**src/rtl/wave_controller.sv**
```systemverilog
// -----------------------------------------------------------------------------
// wave_controller
//
// Game-level sequencer for the invaders formation. Holds the formation in
// reset outside of play, gates player firing, watches the formation occupancy,
// row and hit/death pulses, and keeps score, lives, level and the formation
// tick period for the current level.
//
// Ports
//   i_clk_36MHz       system clock
//   i_reset           synchronous, active-high reset
//   i_start           start button (rising edge used)
//   i_hit             formation hit flag (rising edge = one kill)
//   i_player_dead     player destroyed (rising edge used)
//   i_invaders_array  formation occupancy, 0 = wave cleared
//   i_invaders_row    formation row, >= INVADE_ROW ends the game
//   o_invaders_reset  reset to the formation block
//   o_fire_enable     player may fire
//   o_state           IDLE=0, LOAD=1, PLAY=2, WAVE_CLEAR=3, GAME_OVER=4
//   o_score           binary score, saturating at SCORE_MAX
//   o_lives           remaining lives
//   o_level           current wave, saturating at 7
//   o_speed           formation tick period for the current level (us)
//   o_game_over       high while in GAME_OVER
// -----------------------------------------------------------------------------
module wave_controller #(
  parameter int LIVES        = 3,
  parameter int POINTS       = 10,
  parameter int SCORE_MAX    = 9999,
  parameter int LOAD_CYCLES  = 4,
  parameter int PAUSE_CYCLES = 1000000,
  parameter int INVADE_ROW   = 14,
  parameter int BASE_SPEED   = 100000,
  parameter int SPEED_STEP   = 12000,
  parameter int MIN_SPEED    = 16000
) (
  input  logic        i_clk_36MHz,
  input  logic        i_reset,
  input  logic        i_start,
  input  logic        i_hit,
  input  logic        i_player_dead,
  input  logic [19:0] i_invaders_array,
  input  logic [3:0]  i_invaders_row,
  output logic        o_invaders_reset,
  output logic        o_fire_enable,
  output logic [2:0]  o_state,
  output logic [13:0] o_score,
  output logic [1:0]  o_lives,
  output logic [2:0]  o_level,
  output logic [19:0] o_speed,
  output logic        o_game_over
);

  // Counter widths: each counter only has to reach CYCLES-1.
  localparam int LOAD_W  = (LOAD_CYCLES  > 1) ? $clog2(LOAD_CYCLES)  : 1;
  localparam int PAUSE_W = (PAUSE_CYCLES > 1) ? $clog2(PAUSE_CYCLES) : 1;

  localparam logic [LOAD_W-1:0]  LOAD_LAST    = LOAD_W'(LOAD_CYCLES - 1);
  localparam logic [PAUSE_W-1:0] PAUSE_LAST   = PAUSE_W'(PAUSE_CYCLES - 1);
  localparam logic [13:0]        SCORE_MAX_V  = 14'(SCORE_MAX);
  localparam logic [14:0]        POINTS_V     = 15'(POINTS);
  localparam logic [1:0]         LIVES_V      = 2'(LIVES);
  localparam logic [3:0]         INVADE_ROW_V = 4'(INVADE_ROW);
  localparam logic [19:0]        BASE_SPEED_V = 20'(BASE_SPEED);
  localparam logic [19:0]        MIN_SPEED_V  = 20'(MIN_SPEED);
  localparam logic signed [23:0] BASE_S       = 24'(BASE_SPEED);
  localparam logic signed [23:0] STEP_S       = 24'(SPEED_STEP);
  localparam logic signed [23:0] MIN_S        = 24'(MIN_SPEED);

  typedef enum logic [2:0] {
    ST_IDLE       = 3'd0,
    ST_LOAD       = 3'd1,
    ST_PLAY       = 3'd2,
    ST_WAVE_CLEAR = 3'd3,
    ST_GAME_OVER  = 3'd4
  } state_e;

  state_e               state_q;
  logic                 start_prev_q;
  logic                 hit_prev_q;
  logic                 dead_prev_q;
  logic [LOAD_W-1:0]    load_cnt_q;
  logic [PAUSE_W-1:0]   pause_cnt_q;
  logic [13:0]          score_q;
  logic [1:0]           lives_q;
  logic [2:0]           level_q;
  logic [19:0]          speed_q;
  logic                 inv_reset_q;
  logic                 fire_q;
  logic                 game_over_q;

  logic                 start_rise_s;
  logic                 hit_rise_s;
  logic                 dead_rise_s;
  logic [14:0]          score_sum_s;
  logic [13:0]          score_d;
  logic [1:0]           lives_d;
  logic [2:0]           level_d;
  logic signed [23:0]   level_ext_s;
  logic signed [23:0]   speed_raw_s;
  logic [19:0]          speed_d;

  assign start_rise_s = i_start       & ~start_prev_q;
  assign hit_rise_s   = i_hit         & ~hit_prev_q;
  assign dead_rise_s  = i_player_dead & ~dead_prev_q;

  // Saturating score increment; one extra bit catches the overshoot.
  always_comb begin
    score_sum_s = {1'b0, score_q} + POINTS_V;
    if (score_sum_s > {1'b0, SCORE_MAX_V}) begin
      score_d = SCORE_MAX_V;
    end else begin
      score_d = score_sum_s[13:0];
    end
  end

  // Lives decrement and saturating level increment.
  always_comb begin
    lives_d = lives_q - 2'd1;
    if (level_q == 3'd7) begin
      level_d = 3'd7;
    end else begin
      level_d = level_q + 3'd1;
    end
  end

  // Tick period for the current level, clamped at the floor. Signed so a
  // large level*step cannot wrap into a huge unsigned period.
  always_comb begin
    level_ext_s = {21'd0, level_q};
    speed_raw_s = BASE_S - (level_ext_s * STEP_S);
    if (speed_raw_s < MIN_S) begin
      speed_d = MIN_SPEED_V;
    end else begin
      speed_d = speed_raw_s[19:0];
    end
  end

  // Game sequencer: state, counters, score/lives/level/speed and the
  // registered formation-reset, fire-enable and game-over outputs.
  always_ff @(posedge i_clk_36MHz) begin
    if (i_reset) begin
      state_q      <= ST_IDLE;
      start_prev_q <= 1'b1;   // a start held through reset must be re-pressed
      hit_prev_q   <= 1'b0;
      dead_prev_q  <= 1'b0;
      load_cnt_q   <= '0;
      pause_cnt_q  <= '0;
      score_q      <= 14'd0;
      lives_q      <= LIVES_V;
      level_q      <= 3'd0;
      speed_q      <= BASE_SPEED_V;
      inv_reset_q  <= 1'b1;
      fire_q       <= 1'b0;
      game_over_q  <= 1'b0;
    end else begin
      start_prev_q <= i_start;
      hit_prev_q   <= i_hit;
      dead_prev_q  <= i_player_dead;
      // Follows level_q one cycle later; GAME_OVER restart overrides below.
      speed_q      <= speed_d;

      case (state_q)
        ST_IDLE: begin
          inv_reset_q <= 1'b1;
          fire_q      <= 1'b0;
          game_over_q <= 1'b0;
          if (start_rise_s) begin
            state_q    <= ST_LOAD;
            load_cnt_q <= '0;
          end
        end

        ST_LOAD: begin
          if (load_cnt_q == LOAD_LAST) begin
            state_q     <= ST_PLAY;
            load_cnt_q  <= '0;
            inv_reset_q <= 1'b0;
            fire_q      <= 1'b1;
          end else begin
            load_cnt_q  <= load_cnt_q + {{(LOAD_W-1){1'b0}}, 1'b1};
          end
        end

        ST_PLAY: begin
          // A kill scores even on the cycle that leaves PLAY.
          if (hit_rise_s) begin
            score_q <= score_d;
          end
          if (i_invaders_row >= INVADE_ROW_V) begin
            state_q     <= ST_GAME_OVER;
            inv_reset_q <= 1'b1;
            fire_q      <= 1'b0;
            game_over_q <= 1'b1;
          end else if (dead_rise_s) begin
            lives_q     <= lives_d;
            inv_reset_q <= 1'b1;
            fire_q      <= 1'b0;
            if (lives_d == 2'd0) begin
              state_q     <= ST_GAME_OVER;
              game_over_q <= 1'b1;
            end else begin
              state_q    <= ST_LOAD;
              load_cnt_q <= '0;
            end
          end else if (i_invaders_array == 20'd0) begin
            state_q     <= ST_WAVE_CLEAR;
            pause_cnt_q <= '0;
            level_q     <= level_d;
            inv_reset_q <= 1'b1;
            fire_q      <= 1'b0;
          end
        end

        ST_WAVE_CLEAR: begin
          if (pause_cnt_q == PAUSE_LAST) begin
            state_q     <= ST_LOAD;
            pause_cnt_q <= '0;
            load_cnt_q  <= '0;
          end else begin
            pause_cnt_q <= pause_cnt_q + {{(PAUSE_W-1){1'b0}}, 1'b1};
          end
        end

        ST_GAME_OVER: begin
          if (start_rise_s) begin
            state_q     <= ST_LOAD;
            load_cnt_q  <= '0;
            score_q     <= 14'd0;
            lives_q     <= LIVES_V;
            level_q     <= 3'd0;
            speed_q     <= BASE_SPEED_V;
            game_over_q <= 1'b0;
          end
        end

        default: begin
          // Unreachable encodings recover to IDLE.
          state_q     <= ST_IDLE;
          load_cnt_q  <= '0;
          pause_cnt_q <= '0;
          inv_reset_q <= 1'b1;
          fire_q      <= 1'b0;
          game_over_q <= 1'b0;
        end
      endcase
    end
  end

  assign o_state          = state_q;
  assign o_invaders_reset = inv_reset_q;
  assign o_fire_enable    = fire_q;
  assign o_score          = score_q;
  assign o_lives          = lives_q;
  assign o_level          = level_q;
  assign o_speed          = speed_q;
  assign o_game_over      = game_over_q;

endmodule

```
**config.mk**
```make
export PLATFORM = sky130hd
export DESIGN_NAME = wave_controller
export DESIGN_NICKNAME = d
export VERILOG_FILES = /design/src/rtl/wave_controller.sv
export SDC_FILE = /design/constraint.sdc
export NUM_CORES = 1
export LEC_CHECK = 0
export CORE_AREA = 2 2 104 106
export CTS_BUF_LIST = sky130_fd_sc_hd__clkbuf_4
export CTS_CLUSTER_DIAMETER = 40
export CTS_CLUSTER_SIZE = 16
export DETAILED_ROUTE_END_ITERATION = 12
export DIE_AREA = 0 0 106 108
export GPL_ROUTABILITY_DRIVEN = 1
export PLACE_DENSITY = 0.59
export SLEW_MARGIN = 0
export SYNTH_ARGS = -nofsm -noshare
export SYNTH_HDL_FRONTEND = slang
export SYNTH_SLANG_ARGS = --single-unit
```
**constraint.sdc**
```tcl
create_clock -name i_clk_36MHz -period 5.4 [get_ports i_clk_36MHz]
set_input_delay 0.81 -clock i_clk_36MHz [delete_from_list [all_inputs] [get_ports i_clk_36MHz]]
set_output_delay 0.81 -clock i_clk_36MHz [all_outputs]
set_load 0.05 [all_outputs]
```
==> results of run 1 <==
-- synth_stat cells, types with 5 or more instances --
library cell,number
sky130_fd_sc_hd__o211ai_1,6
sky130_fd_sc_hd__buf_4,10
sky130_fd_sc_hd__o22ai_1,5
sky130_fd_sc_hd__or3_1,7
sky130_fd_sc_hd__nor2b_1,10
sky130_fd_sc_hd__nor4_1,9
sky130_fd_sc_hd__nor2_1,53
sky130_fd_sc_hd__a31oi_1,12
sky130_fd_sc_hd__and3_1,11
sky130_fd_sc_hd__ha_1,15
sky130_fd_sc_hd__xnor2_1,15
sky130_fd_sc_hd__clkbuf_1,7
sky130_fd_sc_hd__dfxtp_1,63
sky130_fd_sc_hd__nand4_1,6
sky130_fd_sc_hd__xor2_1,12
sky130_fd_sc_hd__nor3_1,9
sky130_fd_sc_hd__a21oi_1,31
sky130_fd_sc_hd__nand3_1,15
sky130_fd_sc_hd__nand3b_1,5
sky130_fd_sc_hd__nand2b_1,21
sky130_fd_sc_hd__inv_1,16
sky130_fd_sc_hd__buf_2,8
sky130_fd_sc_hd__o21ai_0,16
sky130_fd_sc_hd__nand2_1,41
-- sequential cells by signal, indices dropped and copies added (netlist names) --
signal / flops
pause_cnt_q: 20
o_score: 14
o_speed: 13
o_level: 3
o_state: 3
load_cnt_q: 2
o_lives: 2
dead_prev_q: 1
hit_prev_q: 1
o_fire_enable: 1
o_game_over: 1
o_invaders_reset: 1
start_prev_q: 1
-- layout make-up --
cell class	count	area (µm²)
Tap cell	136	170.2
Sequential cell	63	1261
Multi-Input combinational cell	380	2504
Timing Repair Buffer	67	670.6
Fill cell	1027	5443
Antenna cell	1	2.502
Clock inverter	6	52.55
Inverter	16	60.06
Clock buffer	9	67.56
-- power breakdown --
group,switching (µW),internal [µW]
clock,180,133
sequential,23.7,485
combinational,175,111
-- per-layer routing --
layer  vias to the layer above  track usage, %  part of all wire [%]
li1                       1837               -                     -
met1                      1740           22.00                    47
met2                        83           29.59                    47
met3                        13           4.159                   4.2
met4                         0           6.861                   1.7
met5                         -               0                     0
-- how the worst min path moves through the flow --
stage,from,end,slack [ns],cells past startpoint
6_report,pause_cnt_q[1],pause_cnt_q[1],0.51,2
5_1_grt,o_fire_enable,o_fire_enable,0.53,2
4_1_cts,pause_cnt_q[1],pause_cnt_q[1],0.51,2
3_5_place_dp,o_fire_enable,o_fire_enable,0.48,2
3_3_place_gp,pause_cnt_q[1],pause_cnt_q[1],0.47,2
2_1_floorplan,pause_cnt_q[1],pause_cnt_q[1],0.46,2
-- kinds of logic after synthesis --
kind of cell / Yosys count / synth area share, %
adder cells (fa/ha/maj): 19 / 6.486
buffers and inverters: 43 / 5.636
other: 1 / 0.09437
AND/OR/NAND/NOR: 211 / 28.31
flip-flops: 63 / 31.74
XOR/XNOR: 28 / 6.360
multiplexers: 3 / 0.7872
AO/OA/AOI/OAI: 114 / 20.59
-- metrics by stage --
stage | hold slack (ns) | setup slack, ns
finish | 0.5093 | 1.068
global route | 0.5300 | 0.7465
CTS | 0.5098 | 1.073
detailed placement | 0.4792 | 1.141
global placement | 0.4733 | 1.205
floorplan | 0.4576 | 1.339
-- tightest hold or removal path, stage by stage (launching register included) --
cell and delay [ns]:
sky130_fd_sc_hd__dfxtp_1 0.34, sky130_fd_sc_hd__nand2b_1 0.07, sky130_fd_sc_hd__a21oi_1 0.06
==> impl_metrics.prom, run 1 <==
# TYPE chip_impl_metric gauge
chip_impl_info{name="run_status",value="finished clean"} 1
chip_impl_metric{name="postSynthCellCount",unit=""} 482
chip_impl_metric{name="initial_antenna_violation_count",unit=""} 0
chip_impl_metric{name="synth.avg_cell_area",unit="µm²"} 8.244
chip_impl_metric{name="num-nets-final",unit=""} 584
chip_impl_metric{name="max-slew-margin-rel",unit="%"} 40.49
chip_impl_metric{name="grt_remaining_overflow",unit=""} 0
chip_impl_metric{name="ctsHtreeMaxLevel",unit=""} 3
chip_impl_metric{name="critPathRequiredTime",unit="ns"} 5.67
chip_impl_info{name="class_of_the_most_critical_hold_timing_path",value="reg -> reg"} 1
chip_impl_metric{name="post-route-drc-count",unit=""} 0
chip_impl_metric{name="vias_per_cell",unit=""} 5.417
chip_impl_metric{name="die_width",unit="µm"} 106
chip_impl_info{name="tritoncts",value="built"} 1
chip_impl_info{name="critical-path-slowest-cell",value="sky130_fd_sc_hd__a21boi_0"} 1
chip_impl_metric{name="first_pass_grt_wire_length",unit="µm"} 16240
chip_impl_info{name="mostFrequentLayoutCell",value="sky130_fd_sc_hd__clkdlybuf4s50_1"} 1
chip_impl_metric{name="power.density",unit="nW/µm²"} 231.4
chip_impl_metric{name="fin_crit",unit="ns"} 4.332
chip_impl_metric{name="ys_ff_latch",unit=""} 63
chip_impl_metric{name="critPathBufInv",unit=""} 1
chip_impl_metric{name="yosys_warnings",unit=""} 0
chip_impl_metric{name="drv_cap",unit=""} 0
chip_impl_metric{name="layout-drive-gt1-share",unit="%"} 7.209
chip_impl_metric{name="clock_sinks",unit=""} 63
chip_impl_metric{name="place.detailed.instances",unit=""} 662
chip_impl_metric{name="cp.depth",unit=""} 13
chip_impl_metric{name="grtUsageTotal",unit="%"} 17.63
chip_impl_metric{name="place_area",unit="µm²"} 4666
chip_impl_metric{name="placer_congestion_estimate",unit=""} 0.8604
chip_impl_metric{name="fin_area",unit="µm²"} 4788
chip_impl_metric{name="final_min_period_over_clock_period",unit="%"} 80.23
chip_impl_metric{name="critical-path-max-stage-delay",unit="ns"} 0.66
chip_impl_info{name="synthTopCellsByArea",value="sky130_fd_sc_hd__dfxtp_1 32%, sky130_fd_sc_hd__nor2_1 5.0%, sky130_fd_sc_hd__ha_1 4.7%"} 1
chip_impl_metric{name="place.detailed.hpwl",unit="µm"} 6928
chip_impl_metric{name="cts_made_buffers",unit=""} 9
chip_impl_metric{name="numPortBuffers",unit=""} 67
chip_impl_metric{name="worst-endpoint-arrival",unit="ns"} 4.61
chip_impl_info{name="r2r_end",value="o_speed[16]"} 1
chip_impl_metric{name="drtIter0Drc",unit=""} 88
chip_impl_metric{name="drv_slew",unit=""} 0
chip_impl_metric{name="drt-wirelength-per-cell",unit="µm"} 14.30
chip_impl_metric{name="final_antenna_net_count",unit=""} 0
chip_impl_metric{name="insertion_delay",unit="ns"} 0.41
chip_impl_metric{name="leakagePower",unit="µW"} 0.001824
chip_impl_metric{name="finalHoldViolations",unit=""} 0
chip_impl_metric{name="postCtsResizedCells",unit=""} 0
chip_impl_info{name="timing.critical_path.to",value="o_speed[16]"} 1
chip_impl_info{name="grt_setup_unrepaired",value="no"} 1
chip_impl_info{name="path_cells",value="fa_1 -> ha_1 -> inv_1 -> fa_1 -> a21boi_0 -> o311ai_4 -> or3_1 -> nand3_1 -> a211oi_2 -> ha_1 -> nor3_1 -> mux2i_1 -> o311ai_1"} 1
chip_impl_metric{name="core",unit="µm²"} 10230
chip_impl_metric{name="synth_enable_flop_cells",unit=""} 0
chip_impl_metric{name="final_cells",unit=""} 678
chip_impl_metric{name="post_synthesis_cell_area",unit="µm²"} 3974
chip_impl_info{name="leading_cell_types_in_the_layout_fill_and_taps_excluded",value="67 x sky130_fd_sc_hd__clkdlybuf4s50_1, 63 x sky130_fd_sc_hd__dfxtp_1, 53 x sky130_fd_sc_hd__nor2_1"} 1
chip_impl_metric{name="grt_start_max_net_pins",unit=""} 24
chip_impl_metric{name="measured_slew_at_the_worst_slew_check_pin",unit="ns"} 0.8899
chip_impl_metric{name="design.portCount",unit=""} 74
chip_impl_metric{name="timing.final.setup_violations",unit=""} 0
chip_impl_metric{name="cts_max_path_buffers",unit=""} 2
chip_impl_metric{name="detail_route.first_pass.iterations",unit=""} 4
chip_impl_info{name="synth_top_cell_by_area",value="sky130_fd_sc_hd__dfxtp_1"} 1
chip_impl_info{name="path_class",value="reg -> reg"} 1
chip_impl_info{name="root_buf_cell",value="sky130_fd_sc_hd__clkbuf_4"} 1
chip_impl_metric{name="critPathMaxFanout",unit=""} 10
chip_impl_metric{name="reg2regPathDepth",unit=""} 13
chip_impl_info{name="regToRegStartpoint",value="o_level[0]"} 1
chip_impl_metric{name="area.growth.synth_to_final",unit="%"} 20.50
chip_impl_metric{name="async_reset_ff_share",unit="%"} 0
chip_impl_metric{name="via_count",unit=""} 3673
chip_impl_metric{name="initial_core_util",unit="%"} 38.84
chip_impl_info{name="critical_path.endpoint_type",value="register"} 1
chip_impl_metric{name="path_clk_slew",unit="ns"} 0.11
chip_impl_info{name="timing.critical_path.max_delay_family",value="adder cells"} 1
chip_impl_metric{name="final_util",unit="%"} 46.80
chip_impl_metric{name="fraction_of_the_yosys_area_taken_by_sequential_cells",unit="%"} 31.74
chip_impl_metric{name="setup_total_negative_slack",unit="ns"} 0
chip_impl_metric{name="power.ir.vdd_worst",unit="V"} 0.0001254
chip_impl_metric{name="power",unit="µW"} 1108
chip_impl_metric{name="die_y",unit="µm"} 108
chip_impl_metric{name="grt_pass1_vias",unit=""} 3479
chip_impl_metric{name="site_rows",unit=""} 37
chip_impl_metric{name="synth_cell_type_count",unit=""} 71
chip_impl_metric{name="achievable-frequency",unit="GHz"} 0.2308
chip_impl_metric{name="drt-total-wl",unit="µm"} 9693
chip_impl_info{name="crit_path_start",value="o_level[0]"} 1
chip_impl_metric{name="yosys.area.top_type_share",unit="%"} 31.74
chip_impl_info{name="synth_top_flop_cell",value="sky130_fd_sc_hd__dfxtp_1"} 1
chip_impl_metric{name="reg_to_reg_setup_timing_slack",unit="ns"} 1.07
chip_impl_metric{name="skew",unit="ns"} 0.007566
chip_impl_info{name="startpoint_type",value="register"} 1
chip_impl_metric{name="hold_buffers",unit=""} 0
chip_impl_metric{name="overall_die_area",unit="µm²"} 11450
chip_impl_metric{name="post_cts.repair.setup_buffers",unit=""} 0
(Power assumes the default switching activity.)
==> run 2, diff against run 1 <==
PLACE_DENSITY = 0.61   (was 0.59)
clock period = 3.81 ns   (was 5.4 ns; I/O delays follow)
==> run 2 against run 1 <==
Critical path depth is 3 higher. Highest routed layer unchanged. Register-to-register slack worse by 0.93 ns. Final area is 4.8% higher. Clock skew is 0.015 ns higher. Total power is 53% higher. Flip-flop and latch count stayed put. Sequential share of layout area is 1.1 points lower. Routed wire length is 1.1% higher. Final cell count is 2.7% higher. Global-route usage is 0.35 points higher. Worst setup slack worse by 0.93 ns. Combinational power is 50% higher.
==> impl_metrics.prom, run 2 (synthesized netlist as in run 1, its figures left out) <==
# TYPE chip_impl_metric gauge
chip_impl_info{name="run_status",value="finished clean"} 1
chip_impl_metric{name="placer_congestion_estimate",unit=""} 0.8605
chip_impl_metric{name="num-nets-final",unit=""} 601
chip_impl_info{name="worst_path_most_repeated_cell",value="sky130_fd_sc_hd__buf_4"} 1
chip_impl_info{name="mostFrequentLayoutCell",value="sky130_fd_sc_hd__clkdlybuf4s50_1"} 1
chip_impl_metric{name="critPathRequiredTime",unit="ns"} 4.11
chip_impl_metric{name="grt_pass1_vias",unit=""} 3616
chip_impl_metric{name="finalHoldViolations",unit=""} 0
chip_impl_metric{name="ctsHtreeMaxLevel",unit=""} 3
chip_impl_metric{name="final_util",unit="%"} 49.04
chip_impl_info{name="root_buf_cell",value="sky130_fd_sc_hd__clkbuf_4"} 1
chip_impl_metric{name="drv_slew",unit=""} 0
chip_impl_info{name="regToRegStartpoint",value="o_level[0]"} 1
chip_impl_metric{name="power.ir.vdd_worst",unit="V"} 0.0001874
chip_impl_metric{name="drtIter0Drc",unit=""} 182
chip_impl_info{name="critical-path-slowest-cell",value="sky130_fd_sc_hd__fa_1"} 1
chip_impl_metric{name="cts_max_path_buffers",unit=""} 2
chip_impl_info{name="path_class",value="reg -> reg"} 1
chip_impl_metric{name="initial_antenna_violation_count",unit=""} 0
chip_impl_metric{name="whs",unit="ns"} 0.5047
chip_impl_metric{name="vias_per_cell",unit=""} 5.259
chip_impl_metric{name="clock_sinks",unit=""} 63
chip_impl_metric{name="power.density",unit="nW/µm²"} 337.2
chip_impl_metric{name="overall_die_area",unit="µm²"} 11450
chip_impl_metric{name="layout-drive-gt1-share",unit="%"} 12.70
chip_impl_metric{name="power",unit="µW"} 1692
chip_impl_metric{name="critPathMaxFanout",unit=""} 8
chip_impl_metric{name="leakagePower",unit="µW"} 0.001930
chip_impl_metric{name="design.portCount",unit=""} 74
chip_impl_metric{name="drt-total-wl",unit="µm"} 9801
chip_impl_metric{name="grt_remaining_overflow",unit=""} 0
chip_impl_info{name="regMostFlops",value="pause_cnt_q"} 1
chip_impl_metric{name="worst-endpoint-arrival",unit="ns"} 3.97
chip_impl_metric{name="worst_hold_path.num_cells",unit=""} 2
chip_impl_info{name="critical_path.endpoint_type",value="register"} 1
chip_impl_metric{name="cts_made_buffers",unit=""} 9
chip_impl_metric{name="drt-wirelength-per-cell",unit="µm"} 14.08
chip_impl_metric{name="final_min_period_over_clock_period",unit="%"} 96.30
chip_impl_metric{name="place.detailed.hpwl",unit="µm"} 7243
chip_impl_metric{name="placement.setup.worst_slack",unit="ns"} 0.09334
chip_impl_metric{name="setup_ws",unit="ns"} 0.1411
chip_impl_metric{name="area.growth.synth_to_final",unit="%"} 26.26
chip_impl_metric{name="insertion_delay",unit="ns"} 0.43
chip_impl_info{name="path_cells",value="fa_1 -> ha_2 -> inv_1 -> fa_2 -> buf_4 -> buf_4 -> xor2_1 -> buf_4 -> o311ai_4 -> or3_1 -> nand3_1 -> a211oi_2 -> ha_4 -> nor2_1 -> mux2i_1 -> o311ai_1"} 1
chip_impl_info{name="r2r_end",value="o_speed[16]"} 1
chip_impl_metric{name="largest_reg_flops",unit=""} 20
chip_impl_metric{name="first_pass_grt_wire_length",unit="µm"} 16660
chip_impl_info{name="holdPathEnd",value="pause_cnt_q[1]"} 1
chip_impl_metric{name="core",unit="µm²"} 10230
chip_impl_metric{name="grt_start_max_net_pins",unit=""} 18
chip_impl_metric{name="grtUsageTotal",unit="%"} 17.98
chip_impl_metric{name="detail_route.first_pass.iterations",unit=""} 4
chip_impl_metric{name="fillers",unit=""} 988
chip_impl_metric{name="timing.final.setup_violations",unit=""} 0
chip_impl_metric{name="measured_slew_at_the_worst_slew_check_pin",unit="ns"} 0.8251
chip_impl_metric{name="numPortBuffers",unit=""} 67
chip_impl_metric{name="skew",unit="ns"} 0.02226
chip_impl_info{name="class_of_the_most_critical_hold_timing_path",value="reg -> reg"} 1
chip_impl_metric{name="initial_core_util",unit="%"} 38.84
chip_impl_metric{name="drv_cap",unit=""} 0
chip_impl_metric{name="site_rows",unit=""} 37
chip_impl_metric{name="via_count",unit=""} 3660
chip_impl_metric{name="path_clk_slew",unit="ns"} 0.13
chip_impl_info{name="startpoint_type",value="register"} 1
chip_impl_metric{name="achievable-frequency",unit="GHz"} 0.2726
chip_impl_metric{name="reg_to_reg_setup_timing_slack",unit="ns"} 0.14
chip_impl_metric{name="fin_crit",unit="ns"} 3.669
chip_impl_metric{name="reg2regPathDepth",unit=""} 16
chip_impl_info{name="tritoncts",value="built"} 1
chip_impl_metric{name="setup_total_negative_slack",unit="ns"} 0
chip_impl_metric{name="die_width",unit="µm"} 106
chip_impl_metric{name="die_y",unit="µm"} 108
chip_impl_info{name="hold_path_startpoint",value="pause_cnt_q[1]"} 1
chip_impl_metric{name="critical-path-max-stage-delay",unit="ns"} 0.56
chip_impl_metric{name="max-slew-margin-rel",unit="%"} 44.79
chip_impl_info{name="leading_cell_types_in_the_layout_fill_and_taps_excluded",value="67 x sky130_fd_sc_hd__clkdlybuf4s50_1, 60 x sky130_fd_sc_hd__dfxtp_1, 52 x sky130_fd_sc_hd__nor2_1"} 1
chip_impl_metric{name="final_antenna_net_count",unit=""} 0
chip_impl_metric{name="post-route-drc-count",unit=""} 0
-- run 2: cell count changes in the layout (fill, tap and decap cells not counted), sizes merged --
cell	before	now
buf	0	17
clkinv	5	3
clkinvlp	0	2
bufinv	1	2
-- run 2: worst max-delay path by stage --
stage,from,slack (ns),end,cells after the start
final,o_level[0],0.14,o_speed[16],16
after global routing,o_level[0],-0.03,o_speed[16],16
after CTS,o_level[0],0.03,o_speed[10],15
after detailed placement,o_level[0],0.09,o_speed[10],14
after global placement,o_level[0],0.14,o_speed[10],14
after floorplan,o_level[0],0.04,o_speed[16],16
-- run 2: area by class of cell --
| type | instances | area [µm²] | area share [%] |
|---|---|---|---|
| multi-input combinational | 380 | 2556 | 50.95 |
| sequential | 63 | 1265 | 25.21 |
| clock inverter | 7 | 97.59 | 1.945 |
| timing repair buffer | 84 | 798.3 | 15.91 |
| inverter | 16 | 60.06 | 1.197 |
| clock buffer | 9 | 67.56 | 1.347 |
| tap | 136 | 170.2 | 3.392 |
| antenna | 1 | 2.502 | 0.04988 |
-- run 2: stage by stage --
stage	std cells	instance area [µm²]
after floorplan	486	4004
after global placement	676	4786
after detailed placement	676	4786
after CTS	692	4954
after global routing	695	5015
final	696	5017
-- run 2: power breakdown --
part           switching (µW)  internal, µW  total (µW)
combinational             255           174         428
clock                     280           266         546
sequential               30.4           687         718
-- run 2: critical path, delay by kind of cell, from the launching register on --
family                     cells  cell delay (ns)
buffers and inverters          4             0.50
xor gates and xnor gates       1             0.14
adders and majority gates      4             1.37
and+or+nand+nor                3             0.32
AOI/OAI and AO/OA              3             0.70
muxes                          1             0.17
DFF                            1             0.35
-- run 2: layer usage --
layer / routed length, µm / GRT usage [%]
met5: 0 / 0
met4: 167 / 7.519
met3: 362 / 3.014
met2: 4765 / 31.71
met1: 4505 / 21.78
-- run 2: timing repair --
item | in CTS | in global routing
setup buffers | 0 | 3
setup endpoints to repair | 1 | 10
hold buffers | 0 | 0
resized for setup | 1 | 8
pin swaps | 0 | 7
